**config.mk**
```make
export PLATFORM = sky130hd
export DESIGN_NAME = pixie_fb_arbiter
export DESIGN_NICKNAME = d
export VERILOG_FILES = /design/src/rtl/pixie_fb_arbiter.sv
export SDC_FILE = /design/constraint.sdc
export NUM_CORES = 1
export LEC_CHECK = 0
export CAP_MARGIN = 25
export CORE_UTILIZATION = 44
export DETAILED_ROUTE_END_ITERATION = 10
export PLACE_DENSITY_LB_ADDON = 0.15
export RECOVER_POWER = 100
export SYNTH_ARGS = -nofsm -noshare
export SYNTH_HDL_FRONTEND = slang
export SYNTH_SLANG_ARGS = --single-unit
```
**constraint.sdc**
```tcl
create_clock -name clk -period 4.59 [get_ports clk]
set_input_delay 0.918 -clock clk [delete_from_list [all_inputs] [get_ports clk]]
set_output_delay 0.918 -clock clk [all_outputs]
set_load 0.05 [all_outputs]
```
**src/rtl/pixie_fb_arbiter.sv**
```systemverilog
// Frame-buffer RAM arbiter: display reads > CPU request/ack accesses > screen-clear writes.
// One RAM access per cycle; the RAM port is a combinational mux of the slot winner.
module pixie_fb_arbiter #(
  parameter int unsigned          ADDR_W    = 10,
  parameter int unsigned          DATA_W    = 8,
  parameter logic [DATA_W-1:0]    CLR_VALUE = 8'h00
) (
  input  logic              clk,
  input  logic              reset,
  input  logic              disp_rd_en,
  input  logic [ADDR_W-1:0] disp_addr,
  output logic [DATA_W-1:0] disp_data,
  input  logic              cpu_req,
  input  logic              cpu_we,
  input  logic [ADDR_W-1:0] cpu_addr,
  input  logic [DATA_W-1:0] cpu_wdata,
  output logic              cpu_ack,
  output logic [DATA_W-1:0] cpu_rdata,
  input  logic              clr_start,
  output logic              clr_busy,
  output logic              ram_en,
  output logic              ram_we,
  output logic [ADDR_W-1:0] ram_addr,
  output logic [DATA_W-1:0] ram_wdata,
  input  logic [DATA_W-1:0] ram_rdata
);

  typedef enum logic [1:0] {IDLE, WAIT, CAPT, ACK} state_t;

  state_t            state;
  logic              cap_rd;
  logic              cpu_issue;
  logic              clr_wr;
  logic [ADDR_W:0]   clr_cnt;
  logic [ADDR_W:0]   clr_cnt_nxt;
  logic              disp_pend;
  logic [DATA_W-1:0] disp_hold;

  // Slot winners for this cycle; reset silences the RAM port entirely.
  assign cpu_issue = !reset && !disp_rd_en &&
                     ((state == IDLE && cpu_req) || state == WAIT);
  assign clr_wr    = !reset && clr_busy && !disp_rd_en && !cpu_issue;

  always_comb begin
    ram_en    = 1'b0;
    ram_we    = 1'b0;
    ram_addr  = '0;
    ram_wdata = '0;
    if (!reset) begin
      if (disp_rd_en) begin
        ram_en   = 1'b1;
        ram_addr = disp_addr;
      end else if (cpu_issue) begin
        ram_en    = 1'b1;
        ram_we    = cpu_we;
        ram_addr  = cpu_addr;
        ram_wdata = cpu_wdata;
      end else if (clr_wr) begin
        ram_en    = 1'b1;
        ram_we    = 1'b1;
        ram_addr  = clr_cnt[ADDR_W-1:0];
        ram_wdata = CLR_VALUE;
      end
    end
  end

  // Display sees RAM data the cycle after its read, then the held copy.
  assign disp_data = disp_pend ? ram_rdata : disp_hold;

  always_ff @(posedge clk) begin
    if (reset) begin
      disp_pend <= 1'b0;
      disp_hold <= '0;
    end else begin
      disp_pend <= disp_rd_en;
      if (disp_pend) disp_hold <= ram_rdata;
    end
  end

  always_ff @(posedge clk) begin
    if (reset) begin
      state     <= IDLE;
      cap_rd    <= 1'b0;
      cpu_ack   <= 1'b0;
      cpu_rdata <= '0;
    end else begin
      cpu_ack <= 1'b0;
      case (state)
        IDLE: if (cpu_req) begin
          if (!disp_rd_en) begin
            state  <= CAPT;
            cap_rd <= !cpu_we;
          end else begin
            state <= WAIT;
          end
        end
        WAIT: if (!disp_rd_en) begin
          state  <= CAPT;
          cap_rd <= !cpu_we;
        end
        CAPT: begin
          if (cap_rd) cpu_rdata <= ram_rdata;
          cpu_ack <= 1'b1;
          state   <= ACK;
        end
        ACK:     state <= IDLE;
        default: state <= IDLE;
      endcase
    end
  end

  // The extra counter bit carries out on the write to the last location.
  assign clr_cnt_nxt = clr_cnt + {{ADDR_W{1'b0}}, 1'b1};

  always_ff @(posedge clk) begin
    if (reset) begin
      clr_busy <= 1'b0;
      clr_cnt  <= '0;
    end else if (clr_start && !clr_busy) begin
      clr_busy <= 1'b1;
      clr_cnt  <= '0;
    end else if (clr_wr) begin
      clr_cnt  <= clr_cnt_nxt;
      clr_busy <= !clr_cnt_nxt[ADDR_W];
    end
  end

endmodule
```
==> impl_metrics.py, run 1 <==
metrics = {
    "clock_tree": {
        "root_buffer": "clkbuf_8",
        "htree_num_levels": 2,
        "cts_buffers": 5,
        "clock_latency_ns": 0.28,
        "clockBufferDepth": 2,
        "cts_setup_buffers": 0,
        "cts_resized": 0,
        "numClockSinks": 33,
        "ctsHoldBuffers": 0,
        "clk_pin_slew_worst_paths_ns": 0.06,
        "cts_tree": "built",
    },
    "grt": {
        "grt.overflow.total": 0,
        "grtUsageTotal_pct": 23.1,
        "antenna_found_initial": 0,
        "grt_max_degree": 24,
        "grt_pass1_vias": 1553,
        "grt_pass1_wl_mm": 7.37,
    },
    "logic_synthesis": {
        "yosys-top-cells-count": "dfxtp_1 (33), nand2_1 (20), inv_1 (15)",
        "synth_top_area_share_pct": 39.8,
        "synth.distinct_cells": 33,
        "avgSynthCellArea_sq_um": 8.78,
        "yosys_most_used_dff": "dfxtp_1",
        "yosys.area.top_type": "dfxtp_1",
        "synth_nets": 236,
        "synthArstFlopShare_pct": 0,
        "synthCells": 189,
        "synthesis.area_sq_mm": 0.00166,
        "synth-seq-cells": 33,
        "netlist_top_cells_area": "dfxtp_1 (40%), mux2_2 (6.1%), a222oi_1 (6.0%), nand2_1 (4.5%), and2_1 (4.1%)",
        "synth_edf_count": 0,
        "synth_warnings": 0,
        "yosysMostFrequentCell": "dfxtp_1",
        "yosysSeqAreaShare_pct": 39.8,
    },
    "hold_path": {
        "hold_path.class": "flop to flop",
    },
    "sta": {
        "fin_setup_tns_ns": 0,
        "setup_ws_ns": 0.612,
        "max_freq_mhz": 251,
        "finalHoldViolCount": 0,
        "setup_viol": 0,
        "worst_pin_slew_ns": 0.758,
        "period_minus_slack_ns": 3.98,
        "skew_ns": 0.00533,
        "rsz0062_at_grt": "false",
        "timing.final.max_slew_violations": 0,
        "slew_headroom_pct": 49.4,
        "finalCritPeriodShare_pct": 86.7,
    },
    "cells_and_area": {
        "fin_nets": 313,
        "drive_gt1_share_pct": 14.6,
        "syn2layout_area_growth_pct": 65.0,
        "antenna_cells": 0,
        "multiInputGateArea_sq_um": 885,
        "seqCellArea_sq_um": 661,
        "fillers": 242,
    },
    "floorplan": {
        "io_pins": 80,
        "dieArea_sq_mm": 0.00402,
        "initial_core_util_pct": 47.8,
        "die-width_microns": 63.4,
        "die_h_microns": 63.4,
        "rows": 21,
        "fp.coreArea_sq_mm": 0.00347,
    },
    "power_and_ir_drop": {
        "vdd.ir_drop.worst_uv": 188,
        "power.density_mw_per_mm2": 354,
        "p_leak_uw": 0.00114,
    },
    "worst_setup_path": {
        "path_class": "input port to primary output",
        "crit_path_end_kind": "primary output",
        "cp_data_arrival_time_ns": 3.06,
        "cp-start-kind": "input port",
        "path_max_fanout": 14,
        "worst_ep_required_time_ns": 3.67,
    },
    "place": {
        "hpwl_mm": 3.25,
        "port_buffers": 79,
        "place.gp.congestion": 0.739,
        "pre_cts_ws_ns": 0.873,
    },
    "routing": {
        "ant_nets": 0,
        "first_pass_iters": 8,
        "wl_per_cell_microns": 14.0,
        "drt_wl_total_mm": 4.39,
        "num_vias": 1684,
        "drcViolationCount": 0,
        "drt_iter0_markers": 112,
        "vias_per_cell": 5.38,
    },
    "status": {
        "status": "complete, no violations",
    },
    "job": {
        "maxCapViolations": 0,
    },
}
cell type report:
type | count | area share, %
clock inverter | 2 | 0.366
clock buffer | 6 | 2.65
sequential | 33 | 24.1
multi-input combinational | 130 | 32.3
inverter | 15 | 2.06
tap | 46 | 2.10
timing repair buffer | 81 | 36.4
worst paths after layout:
kind           startpoint           end  slack (ns)  cells after the start
max                 reset   ram_addr[2]        0.61                      6
min          cpu_rdata[1]  cpu_rdata[1]        0.46                      2
min reg2reg  cpu_rdata[1]  cpu_rdata[1]        0.46                      2
max reg2reg      state[0]    clr_cnt[8]        2.36                      6
critical path, stage by stage:
cell	delay, ns
dlygate4sd3_1	0.64
nor3b_4	0.36
and2_0	0.67
a222oi_1	0.17
inv_1	0.15
buf_12	0.14
state kept, by name, summed over array words and instances, names as in the netlist:
signal,cells
disp_hold,8
clr_busy,1
clr_cnt,11
cap_rd,1
disp_pend,1
cpu_ack,1
state,2
cpu_rdata,8
through the flow:
step / cell area, sq um / hold WS [ns] / util, % / std cells / total power (uW)
floorplan: 1660 / 0.457 / - / 189 / 596
global placement: 2660 / 0.443 / 76.7 / 305 / 769
detailed placement: 2660 / 0.448 / 76.7 / 305 / 775
CTS: 2740 / 0.455 / 79.1 / 313 / 982
global route: 2740 / 0.467 / 78.9 / 313 / 1020
finish: 2740 / 0.455 / 78.9 / 313 / 970
layer usage:
layer / GRT usage [%] / wire (microns)
met3: 6.16 / 234
met4: 5.68 / 19
met5: 0 / 0
met1: 30.0 / 1990
met2: 37.8 / 2140
cell families (layout without fill, tap and decap cells):
group	after synthesis	after routing	synth area share (%)
compound gates	35	35	15.5
simple gates	72	72	23.3
xor+xnor	6	6	3.17
buf+inv	26	104	6.56
flops	33	33	39.8
fa+ha+maj	5	5	3.77
mux	12	12	7.92
cells in the final DEF (no fill, tap or decap), drive strengths merged, types with 2 or more instances in the layout:
| cell | Yosys | layout |
|---|---|---|
| nand3 | 10 | 10 |
| nand2 | 20 | 20 |
| clkdlybuf4s50 | 0 | 39 |
| nor2b | 9 | 9 |
| a21oi | 14 | 14 |
| ha | 5 | 5 |
| inv | 15 | 15 |
| o21ai | 3 | 3 |
| clkbuf | 7 | 6 |
| a222oi | 10 | 10 |
| buf | 4 | 21 |
| dlygate4sd3 | 0 | 21 |
| xor2 | 4 | 4 |
| or3 | 2 | 2 |
| and4 | 2 | 2 |
| nor2 | 10 | 10 |
| nand4 | 3 | 3 |
| xnor2 | 2 | 2 |
| clkinv | 0 | 2 |
| and2 | 11 | 11 |
| mux2i | 3 | 3 |
| mux2 | 9 | 9 |
| or4 | 2 | 2 |
| dfxtp | 33 | 33 |
| a211oi | 3 | 3 |
where the power goes:
part,total (uW),switching (uW),internal (uW)
Sequential,326,17.9,308
Combinational,438,249,189
Clock,206,101,105
Total,970,369,602
Power figures use the tool's default switching activity.
==> run 2, diff against run 1 <==
--- a/config.mk
+++ b/config.mk
@@ -6,7 +6,8 @@
 export NUM_CORES = 1
 export LEC_CHECK = 0
 export CAP_MARGIN = 25
-export CORE_UTILIZATION = 44
+export CORE_UTILIZATION = 45
+export CTS_BUF_LIST = sky130_fd_sc_hd__clkbuf_8
 export DETAILED_ROUTE_END_ITERATION = 10
 export PLACE_DENSITY_LB_ADDON = 0.15
 export RECOVER_POWER = 100
==> run 2 against run 1 <==
- worst setup slack got worse by 0.036 ns
- clock skew hardly changed
- register-to-register slack better by 0.02 ns
- critical path depth stayed put
- largest cell class unchanged
- core utilization grew 0.49 points
- count of clock-buffer cells in the layout is 1 lower
- critical path type unchanged
==> impl_metrics.py, run 2 (synthesis results as in run 1) <==
metrics = {
    "status": {
        "status": "complete, no violations",
    },
    "cells_and_area": {
        "fin_nets": 314,
        "final_cells": 314,
        "regMostFlops": "clr_cnt",
        "largest_reg_flops": 11,
        "drive_gt1_share_pct": 13.8,
        "layout_common_cells": "clkdlybuf4s50_1 (40), dfxtp_1 (33), nand2_1 (20), dlygate4sd3_1 (20), buf_12 (19)",
        "reg_top3": "clr_cnt x11, cpu_rdata x8, disp_hold x8",
        "syn2layout_area_growth_pct": 64.8,
        "final_common_cell": "clkdlybuf4s50_1",
        "finalInstanceArea_sq_mm": 0.00273,
        "antenna_cells": 0,
    },
    "floorplan": {
        "die-width_microns": 62.7,
        "dieArea_sq_mm": 0.00393,
        "die_h_microns": 62.7,
        "fp.coreArea_sq_mm": 0.00344,
        "initial_core_util_pct": 48.2,
        "io_pins": 80,
        "rows": 21,
    },
    "sta": {
        "rsz0062_at_grt": "false",
        "finalHoldViolCount": 0,
        "whs_ns": 0.457,
        "setup_viol": 0,
        "slew_headroom_pct": 48.3,
        "setup_ws_ns": 0.576,
        "timing.final.max_slew_violations": 0,
        "worst_pin_slew_ns": 0.775,
        "max_freq_mhz": 249,
        "skew_ns": 0.00496,
        "period_minus_slack_ns": 4.01,
        "fin_setup_tns_ns": 0,
        "finalCritPeriodShare_pct": 87.5,
    },
    "worst_setup_path": {
        "crit_path_end_kind": "primary output",
        "path_class": "input port to primary output",
        "cpMaxStageDelayCell": "dlygate4sd3_1",
        "cp_data_arrival_time_ns": 3.10,
        "crit_path_cell_trace": "dlygate4sd3_1 > nor3b_4 > and2_0 > a222oi_1 > inv_1 > buf_12",
        "cp-start-kind": "input port",
        "worst_ep_required_time_ns": 3.67,
        "path_max_fanout": 14,
        "regToRegSetupSlack_ns": 2.38,
        "slowest_delay_ns": 0.71,
    },
    "routing": {
        "top_layer": "met4",
        "ant_nets": 0,
        "drt_wl_total_mm": 4.44,
        "wl_met1_mm": 1.77,
        "drcViolationCount": 0,
        "wl_per_cell_microns": 14.1,
        "met2RoutedLength_mm": 2.40,
        "num_vias": 1668,
        "drt_iter0_markers": 134,
        "wl_met3_microns": 185,
        "vias_per_cell": 5.31,
        "first_pass_iters": 5,
    },
    "clock_tree": {
        "ctsHoldBuffers": 0,
        "numClockSinks": 33,
        "clock_latency_ns": 0.28,
        "root_buffer": "clkbuf_8",
        "cts_resized": 0,
        "cts_buffers": 5,
        "clockBufferDepth": 2,
        "cts_setup_buffers": 0,
        "htree_num_levels": 2,
        "clk_pin_slew_worst_paths_ns": 0.07,
        "cts_tree": "built",
    },
    "grt": {
        "grt_pass1_wl_mm": 7.47,
        "grt.overflow.total": 0,
        "grt_max_degree": 20,
        "antenna_found_initial": 0,
        "grt_pass1_vias": 1675,
        "grtUsageTotal_pct": 24.1,
    },
    "power_and_ir_drop": {
        "vdd.ir_drop.worst_uv": 186,
        "p_leak_uw": 0.00114,
        "power.density_mw_per_mm2": 354,
    },
    "place": {
        "port_buffers": 79,
        "place.gp.congestion": 0.791,
        "hpwl_mm": 3.32,
        "post_dp_cell_area_sq_mm": 0.00267,
        "numPlacedInstances": 306,
        "pre_cts_ws_ns": 0.830,
    },
    "hold_path": {
        "hold_path.class": "flop to flop",
    },
    "job": {
        "maxCapViolations": 0,
    },
}
-- run 2: cell types whose count changed in the layout (fill, tap and decap cells not counted) --
cell	change
inv_1	+1
buf_4	-2
clkdlybuf4s50_1	+1
clkbuf_1	+2
dlygate4sd3_1	-1
-- run 2: stage by stage --
stage               util (%)  power (uW)
global route            79.4        1010
detailed placement      77.5         776
floorplan                  -         596
CTS                     79.9         982
global placement        77.5         766
finish                  79.4         967
-- run 2: worst paths after layout --
kind                      from      endpoint  depth (start not counted)
hold / removal    cpu_rdata[4]  cpu_rdata[4]                          2
setup / recovery         reset   ram_addr[6]                          6
setup reg to reg      state[0]    clr_cnt[8]                          6
hold reg to reg   cpu_rdata[4]  cpu_rdata[4]                          2
-- run 2: power by group --
part	switching [uW]	internal, uW	leakage (uW)	total [uW]
logic	248	187	0.000820	435
registers	17.7	308	0.000268	326
clock network	104	103	0.0000491	206
-- run 2: cell type report --
class | instances | area [sq um]
Clock buffer | 5 | 68.8
Clock inverter | 3 | 13.8
Multi-Input combinational cell | 130 | 885
Tap cell | 46 | 57.6
Fill cell | 246 | 708
Timing Repair Buffer | 82 | 992
Inverter | 15 | 56.3
Sequential cell | 33 | 661
-- run 2: metal layers --
metal	track usage (%)	vias to the layer above
met5	0	-
met3	4.74	8
met4	12.2	0
li1	-	822
met1	26.3	779
met2	43.9	59
-- run 2: critical path: cells and delay by family --
kind | cells | cell delay [ns]
AO/OA/AOI/OAI | 1 | 0.15
buffers and inverters | 3 | 1.01
AND/OR/NAND/NOR | 2 | 1.00
